[src/rtl/lpc_pkg.sv]
// Shared widths, default parameters and FSM state type for the LPC autocorrelation block.
package lpc_pkg;

    localparam int unsigned SAMPLE_W      = 16;
    localparam int unsigned ORDER_DEF     = 4;
    localparam int unsigned ACC_W_DEF     = 40;
    localparam int unsigned MAX_FRAME_DEF = 256;

    typedef enum logic {
        ACCUM = 1'b0,
        EMIT  = 1'b1
    } state_e;

endpackage

[src/rtl/lpc_mac_lane.sv]
// One autocorrelation lag: signed x*d product, sign-extended and accumulated modulo 2^ACC_W.
module lpc_mac_lane
    import lpc_pkg::*;
#(
    parameter int unsigned ACC_W = ACC_W_DEF
) (
    input  logic                       ACLK,
    input  logic                       ARESET_N,
    input  logic signed [SAMPLE_W-1:0] x,
    input  logic signed [SAMPLE_W-1:0] d,
    input  logic                       clr,
    input  logic                       en,
    output logic signed [ACC_W-1:0]    acc_nxt_c
);

    localparam int unsigned PROD_W = 2 * SAMPLE_W;

    logic signed [PROD_W-1:0] prod;
    logic signed [ACC_W-1:0]  acc_q;
    logic signed [ACC_W-1:0]  acc_d;

    assign prod = x * d;

    always_comb begin
        acc_d = acc_q;
        if (clr) begin
            acc_d = '0;
        end else if (en) begin
            acc_d = acc_q + ACC_W'(prod);
        end
    end

    // Next value is exported so the top can load R[0] at the frame-end edge.
    assign acc_nxt_c = acc_d;

    always_ff @(posedge ACLK or negedge ARESET_N) begin
        if (!ARESET_N) begin
            acc_q <= '0;
        end else begin
            acc_q <= acc_d;
        end
    end

endmodule

[src/rtl/lpc_autocorr.sv]
// Frame autocorrelation R[0..ORDER] over an input sample stream, emitted as an AXI-stream burst.
module lpc_autocorr
    import lpc_pkg::*;
#(
    parameter int unsigned ORDER     = ORDER_DEF,
    parameter int unsigned ACC_W     = ACC_W_DEF,
    parameter int unsigned MAX_FRAME = MAX_FRAME_DEF
) (
    input  logic                ACLK,
    input  logic                ARESET_N,
    input  logic [SAMPLE_W-1:0] S_SAMPLE,
    input  logic                S_VALID,
    output logic                S_READY,
    input  logic                S_SAMPLE_LAST,
    input  logic                S_USER,
    output logic [ACC_W-1:0]    M_TDATA,
    output logic                M_TVALID,
    input  logic                M_TREADY,
    output logic                M_TLAST,
    output logic                M_TUSER
);

    localparam int unsigned IDX_W    = $clog2(ORDER + 1);
    localparam int unsigned CNT_W    = $clog2(MAX_FRAME);
    localparam int unsigned LAST_IDX = ORDER;
    localparam int unsigned LAST_CNT = MAX_FRAME - 1;

    state_e              state_q, state_d;
    logic                s_ready_q, s_ready_d;
    logic                m_tvalid_q, m_tvalid_d;
    logic                m_tlast_q, m_tlast_d;
    logic                m_tuser_q, m_tuser_d;
    logic [ACC_W-1:0]    m_tdata_q, m_tdata_d;
    logic [IDX_W-1:0]    idx_q, idx_d;
    logic [CNT_W-1:0]    cnt_q, cnt_d;
    logic [SAMPLE_W-1:0] dly_q [ORDER];
    logic [SAMPLE_W-1:0] dly_d [ORDER];

    logic                    accept;
    logic                    lane_en;
    logic                    lane_clr;
    logic [SAMPLE_W-1:0]     lane_d   [ORDER+1];
    logic signed [ACC_W-1:0] lane_nxt [ORDER+1];

    assign accept = S_VALID & s_ready_q;

    // Lane 0 squares the sample; lane k pairs it with the sample k steps back.
    for (genvar k = 0; k <= ORDER; k++) begin : g_lane
        if (k == 0) begin : g_sq
            assign lane_d[k] = S_SAMPLE;
        end else begin : g_lag
            assign lane_d[k] = dly_q[k-1];
        end

        lpc_mac_lane #(
            .ACC_W (ACC_W)
        ) u_lane (
            .ACLK      (ACLK),
            .ARESET_N  (ARESET_N),
            .x         (S_SAMPLE),
            .d         (lane_d[k]),
            .clr       (lane_clr),
            .en        (lane_en),
            .acc_nxt_c (lane_nxt[k])
        );
    end

    always_comb begin
        state_d    = state_q;
        s_ready_d  = s_ready_q;
        m_tvalid_d = m_tvalid_q;
        m_tlast_d  = m_tlast_q;
        m_tuser_d  = m_tuser_q;
        m_tdata_d  = m_tdata_q;
        idx_d      = idx_q;
        cnt_d      = cnt_q;
        dly_d      = dly_q;
        lane_en    = 1'b0;
        lane_clr   = 1'b0;

        case (state_q)
            ACCUM: begin
                if (accept) begin
                    if (S_USER) begin
                        lane_clr = 1'b1;
                        cnt_d    = '0;
                        for (int i = 0; i < ORDER; i++) dly_d[i] = '0;
                    end else begin
                        lane_en  = 1'b1;
                        dly_d[0] = S_SAMPLE;
                        for (int i = 1; i < ORDER; i++) dly_d[i] = dly_q[i-1];
                        cnt_d = CNT_W'(cnt_q + 1'b1);
                        if (S_SAMPLE_LAST || (cnt_q == CNT_W'(LAST_CNT))) begin
                            state_d    = EMIT;
                            s_ready_d  = 1'b0;
                            m_tvalid_d = 1'b1;
                            idx_d      = '0;
                            m_tuser_d  = 1'b1;
                            m_tlast_d  = 1'b0;
                            m_tdata_d  = lane_nxt[0];
                        end
                    end
                end
            end
            EMIT: begin
                if (M_TREADY) begin
                    if (idx_q == IDX_W'(LAST_IDX)) begin
                        state_d    = ACCUM;
                        s_ready_d  = 1'b1;
                        m_tvalid_d = 1'b0;
                        m_tlast_d  = 1'b0;
                        m_tuser_d  = 1'b0;
                        m_tdata_d  = '0;
                        idx_d      = '0;
                        cnt_d      = '0;
                        lane_clr   = 1'b1;
                        for (int i = 0; i < ORDER; i++) dly_d[i] = '0;
                    end else begin
                        idx_d     = IDX_W'(idx_q + 1'b1);
                        m_tdata_d = lane_nxt[idx_d];
                        m_tlast_d = (idx_d == IDX_W'(LAST_IDX));
                        m_tuser_d = 1'b0;
                    end
                end
            end
        endcase
    end

    always_ff @(posedge ACLK or negedge ARESET_N) begin
        if (!ARESET_N) begin
            state_q    <= ACCUM;
            s_ready_q  <= 1'b1;
            m_tvalid_q <= 1'b0;
            m_tlast_q  <= 1'b0;
            m_tuser_q  <= 1'b0;
            m_tdata_q  <= '0;
            idx_q      <= '0;
            cnt_q      <= '0;
            for (int i = 0; i < ORDER; i++) dly_q[i] <= '0;
        end else begin
            state_q    <= state_d;
            s_ready_q  <= s_ready_d;
            m_tvalid_q <= m_tvalid_d;
            m_tlast_q  <= m_tlast_d;
            m_tuser_q  <= m_tuser_d;
            m_tdata_q  <= m_tdata_d;
            idx_q      <= idx_d;
            cnt_q      <= cnt_d;
            for (int i = 0; i < ORDER; i++) dly_q[i] <= dly_d[i];
        end
    end

    assign S_READY  = s_ready_q;
    assign M_TVALID = m_tvalid_q;
    assign M_TLAST  = m_tlast_q;
    assign M_TUSER  = m_tuser_q;
    assign M_TDATA  = m_tdata_q;

endmodule

[config.mk]
export PLATFORM = sky130hd
export DESIGN_NAME = lpc_autocorr
export DESIGN_NICKNAME = d
export VERILOG_FILES = /design/src/rtl/lpc_pkg.sv /design/src/rtl/lpc_mac_lane.sv /design/src/rtl/lpc_autocorr.sv
export SDC_FILE = /design/constraint.sdc
export NUM_CORES = 2
export LEC_CHECK = 0
export ABC_AREA = 1
export CORE_MARGIN = 1.5
export CORE_UTILIZATION = 55
export CTS_CLUSTER_SIZE = 16
export DETAILED_ROUTE_END_ITERATION = 6
export PLACE_DENSITY = 0.71
export SYNTH_ARGS = -nofsm -noshare
export SYNTH_HDL_FRONTEND = slang
export SYNTH_SLANG_ARGS = --single-unit
[constraint.sdc]
create_clock -name ACLK -period 9.25 [get_ports ACLK]
set_clock_uncertainty 0.1 [all_clocks]
set_input_delay 1.3875 -clock ACLK [delete_from_list [all_inputs] [get_ports ACLK]]
set_output_delay 1.3875 -clock ACLK [all_outputs]
set_load 0.05 [all_outputs]
==> reports/metrics.csv <==
metric,value,unit
Critical Path Most Common Cell,nand2_1,
Ports,66,
initial antenna violation count,8,
count of state elements after synthesis,320,
Die Y,388,µm
first-pass GRT wire length,413500,µm
RSZ-0062 raised after global routing,no,
max frequency,121.2,MHz
vias in the first global route,72180,
largest net degree at the start of global routing,142,
CP max stage delay,580,ps
"Async S/R FF share, synth",1.000,
Slew HR,0.2217,
Final ANT Viol Nets,0,
Nets,12880,
top cell type's share of synthesized area,0.3978,
Hold Path Class,reg -> reg,
DRC,0,
Worst Path Arrival,8740,ps
sequential area share after synthesis,0.09824,
Buffers on Ports,65,
# rows,141,
post-synth top area cell,fa_1,
cts hold-fix bufs,0,
Critical Path RT,9740,ps
Final Hold Violating Endpoints,0,
fin cells,12620,
syn_nets,13000,
worst-skew pair later-pin latency,670,ps
CTS buffer count,49,
Tcrit/Tclk final,0.8916,
YS warnings,0,
post-cts gate resize count,0,
clk buf depth,3,
"Primary FF master, synth",dfrtp_1,
postcts setup bufs,0,
"top cells by area, synth","fa_1 (40%), inv_1 (15%), nand2_1 (12%)",
Clock transition at path regs,60,ps
CORE AREA,147500,µm²
final setup TNS,0,ps
WS Path Type,in -> reg,
startpoint types,input port,
Mapped Cells,10770,
Setup crit end kind,register,
vias per cell,5.340,
DRT iter0 DRCs,5493,
Area Growth Syn to Fin,5.743,%
peak fanout along the critical path,27,
Initial Util,0.5528,
Post-Synthesis Cell Area,81520,µm²
Fill cells,13870,
Root Buffer,clkbuf_16,
gr ovfl total,0,
post-synth cell types,46,
Die ar.,150500,µm²
die width,388,µm
Total Wirelength,260600,µm
actual slew at the worst max-slew pin,1166,ps
Placed Instances,12530,
Clock Sink Count,320,
GPL Wtd Cong,0.9950,
Via Count,67380,
Tmin final,8248,ps
Tot GR Track Use,0.3588,
status,"finished, final reports clean",
fraction of layout cells with a size suffix above 1,0.02985,
number of synthesized flops with an enable pin,0,
Final Max Slew Viols,0,
Syn Area/Cell,7.570,µm²
Max-Cap Viols,0,
CP max-delay cell,o211ai_1,
final setup vio count,0,
CTS tree,built,
H-tree depth,2,
Post-DP HPWL,216400,µm
routed len/inst,20.65,µm
drt pass-1 iters,6,
-- cell usage in the layout (no fill, tap or decap), types with 56 or more instances in the layout --
| cell type | n |
|---|---|
| inv_1 | 3252 |
| nand3_1 | 411 |
| nand2_1 | 2521 |
| fa_1 | 1620 |
| buf_4 | 152 |
| a21oi_1 | 292 |
| dfrtp_1 | 319 |
| ha_1 | 593 |
| nor2_1 | 664 |
| o21ai_0 | 238 |
| nand4_1 | 62 |
| o22ai_1 | 56 |
-- Yosys cell counts (8+ instances only) --
cell type and instances:
o21ai_1 8, nand2_1 2522, fa_1 1620, a21o_1 18
o211ai_1 27, nor2_1 667, clkbuf_1 302, and2_1 10
xor2_1 27, dfrtp_1 319, o22ai_1 56, nor3_1 40
nand4_1 62, inv_1 3252, buf_2 60, o21bai_1 43
nand3b_1 9, a21oi_1 292, or2_2 45, nand3_1 411
ha_1 593, o21ai_0 238, xnor2_1 51, buf_1 23
-- metrics by stage --
stage          hold slack (ps)  cell area, µm²  utilization  worst slack (ps)
2_1_floorplan            389.9           81520            -              1428
3_3_place_gp             375.1           84430       0.5725             338.0
3_5_place_dp             387.0           84430       0.5725             399.0
4_1_cts                  404.3           86200       0.5845              1076
5_1_grt                  431.8           86200       0.5845             737.6
6_report                 396.9           86210       0.5845              1002
-- worst paths after layout --
check	slack (ps)	cells past startpoint	to	start
hold reg to reg	400	2	M_TDATA[4]	M_TDATA[4]
setup reg to reg	1710	26	M_TDATA[32]	dly_q[36]
setup / recovery	1000	29	M_TDATA[22]	S_SAMPLE[5]
min in group asynchronous	690	1	g_lane[0].u_lane.acc_q[33]	ARESET_N
max in group asynchronous	6870	2	g_lane[2].u_lane.acc_q[25]	ARESET_N
hold / removal	400	2	M_TDATA[4]	M_TDATA[4]
-- kinds of logic (layout without fill, tap and decap cells) --
logic type	after synthesis	count (layout)	synth area share
compound gates	714	714	0.04850
fa+ha+maj	2213	2213	0.4888
buf+inv	3656	3575	0.1698
xor+xnor	78	78	0.008380
simple gates	3786	3786	0.1861
flops	320	320	0.09824
mux	2	2	0.0002456
other cells	0	1	0
-- worst max-delay path: cells and delay by family --
family,cells,cell delay [ps]
AO/OA/AOI/OAI,2,1050
AND/OR/NAND/NOR,13,1670
buffers and inverters,7,1400
adder cells (fa/ha/maj),7,3180
-- per-layer routing --
layer	vias to the layer above	track usage	share of wire
met3	561	0.05573	0.081
li1	30660	-	-
met5	-	0	0.00014
met1	33500	0.4776	0.40
met2	2663	0.5781	0.46
met4	6	0.1675	0.054
-- flip-flops by register name, summed over array words and instances, names as in the netlist --
register / count
M_TUSER: 1
M_TDATA: 40
idx_q: 3
S_READY: 1
cnt_q: 8
g_lane.u_lane.acc_q: 200
M_TVALID: 1
state_q: 1
dly_q: 64
M_TLAST: 1
-- area by class of cell --
class                           instances  area [µm²]  area share
Tap cell                             1930        2415     0.02801
Clock inverter                         24       409.1    0.004746
Sequential cell                       320        8009     0.09290
Antenna cell                            1       2.502  0.00002903
Multi-Input combinational cell       6793       59700      0.6925
Timing Repair Buffer                  222        2057     0.02386
Inverter                             3263       12260      0.1422
Clock buffer                           66        1360     0.01578
Power is left out: the tool's default activity adds up to more than one toggle a clock period on the data nets, which glitch-free logic cannot reach.
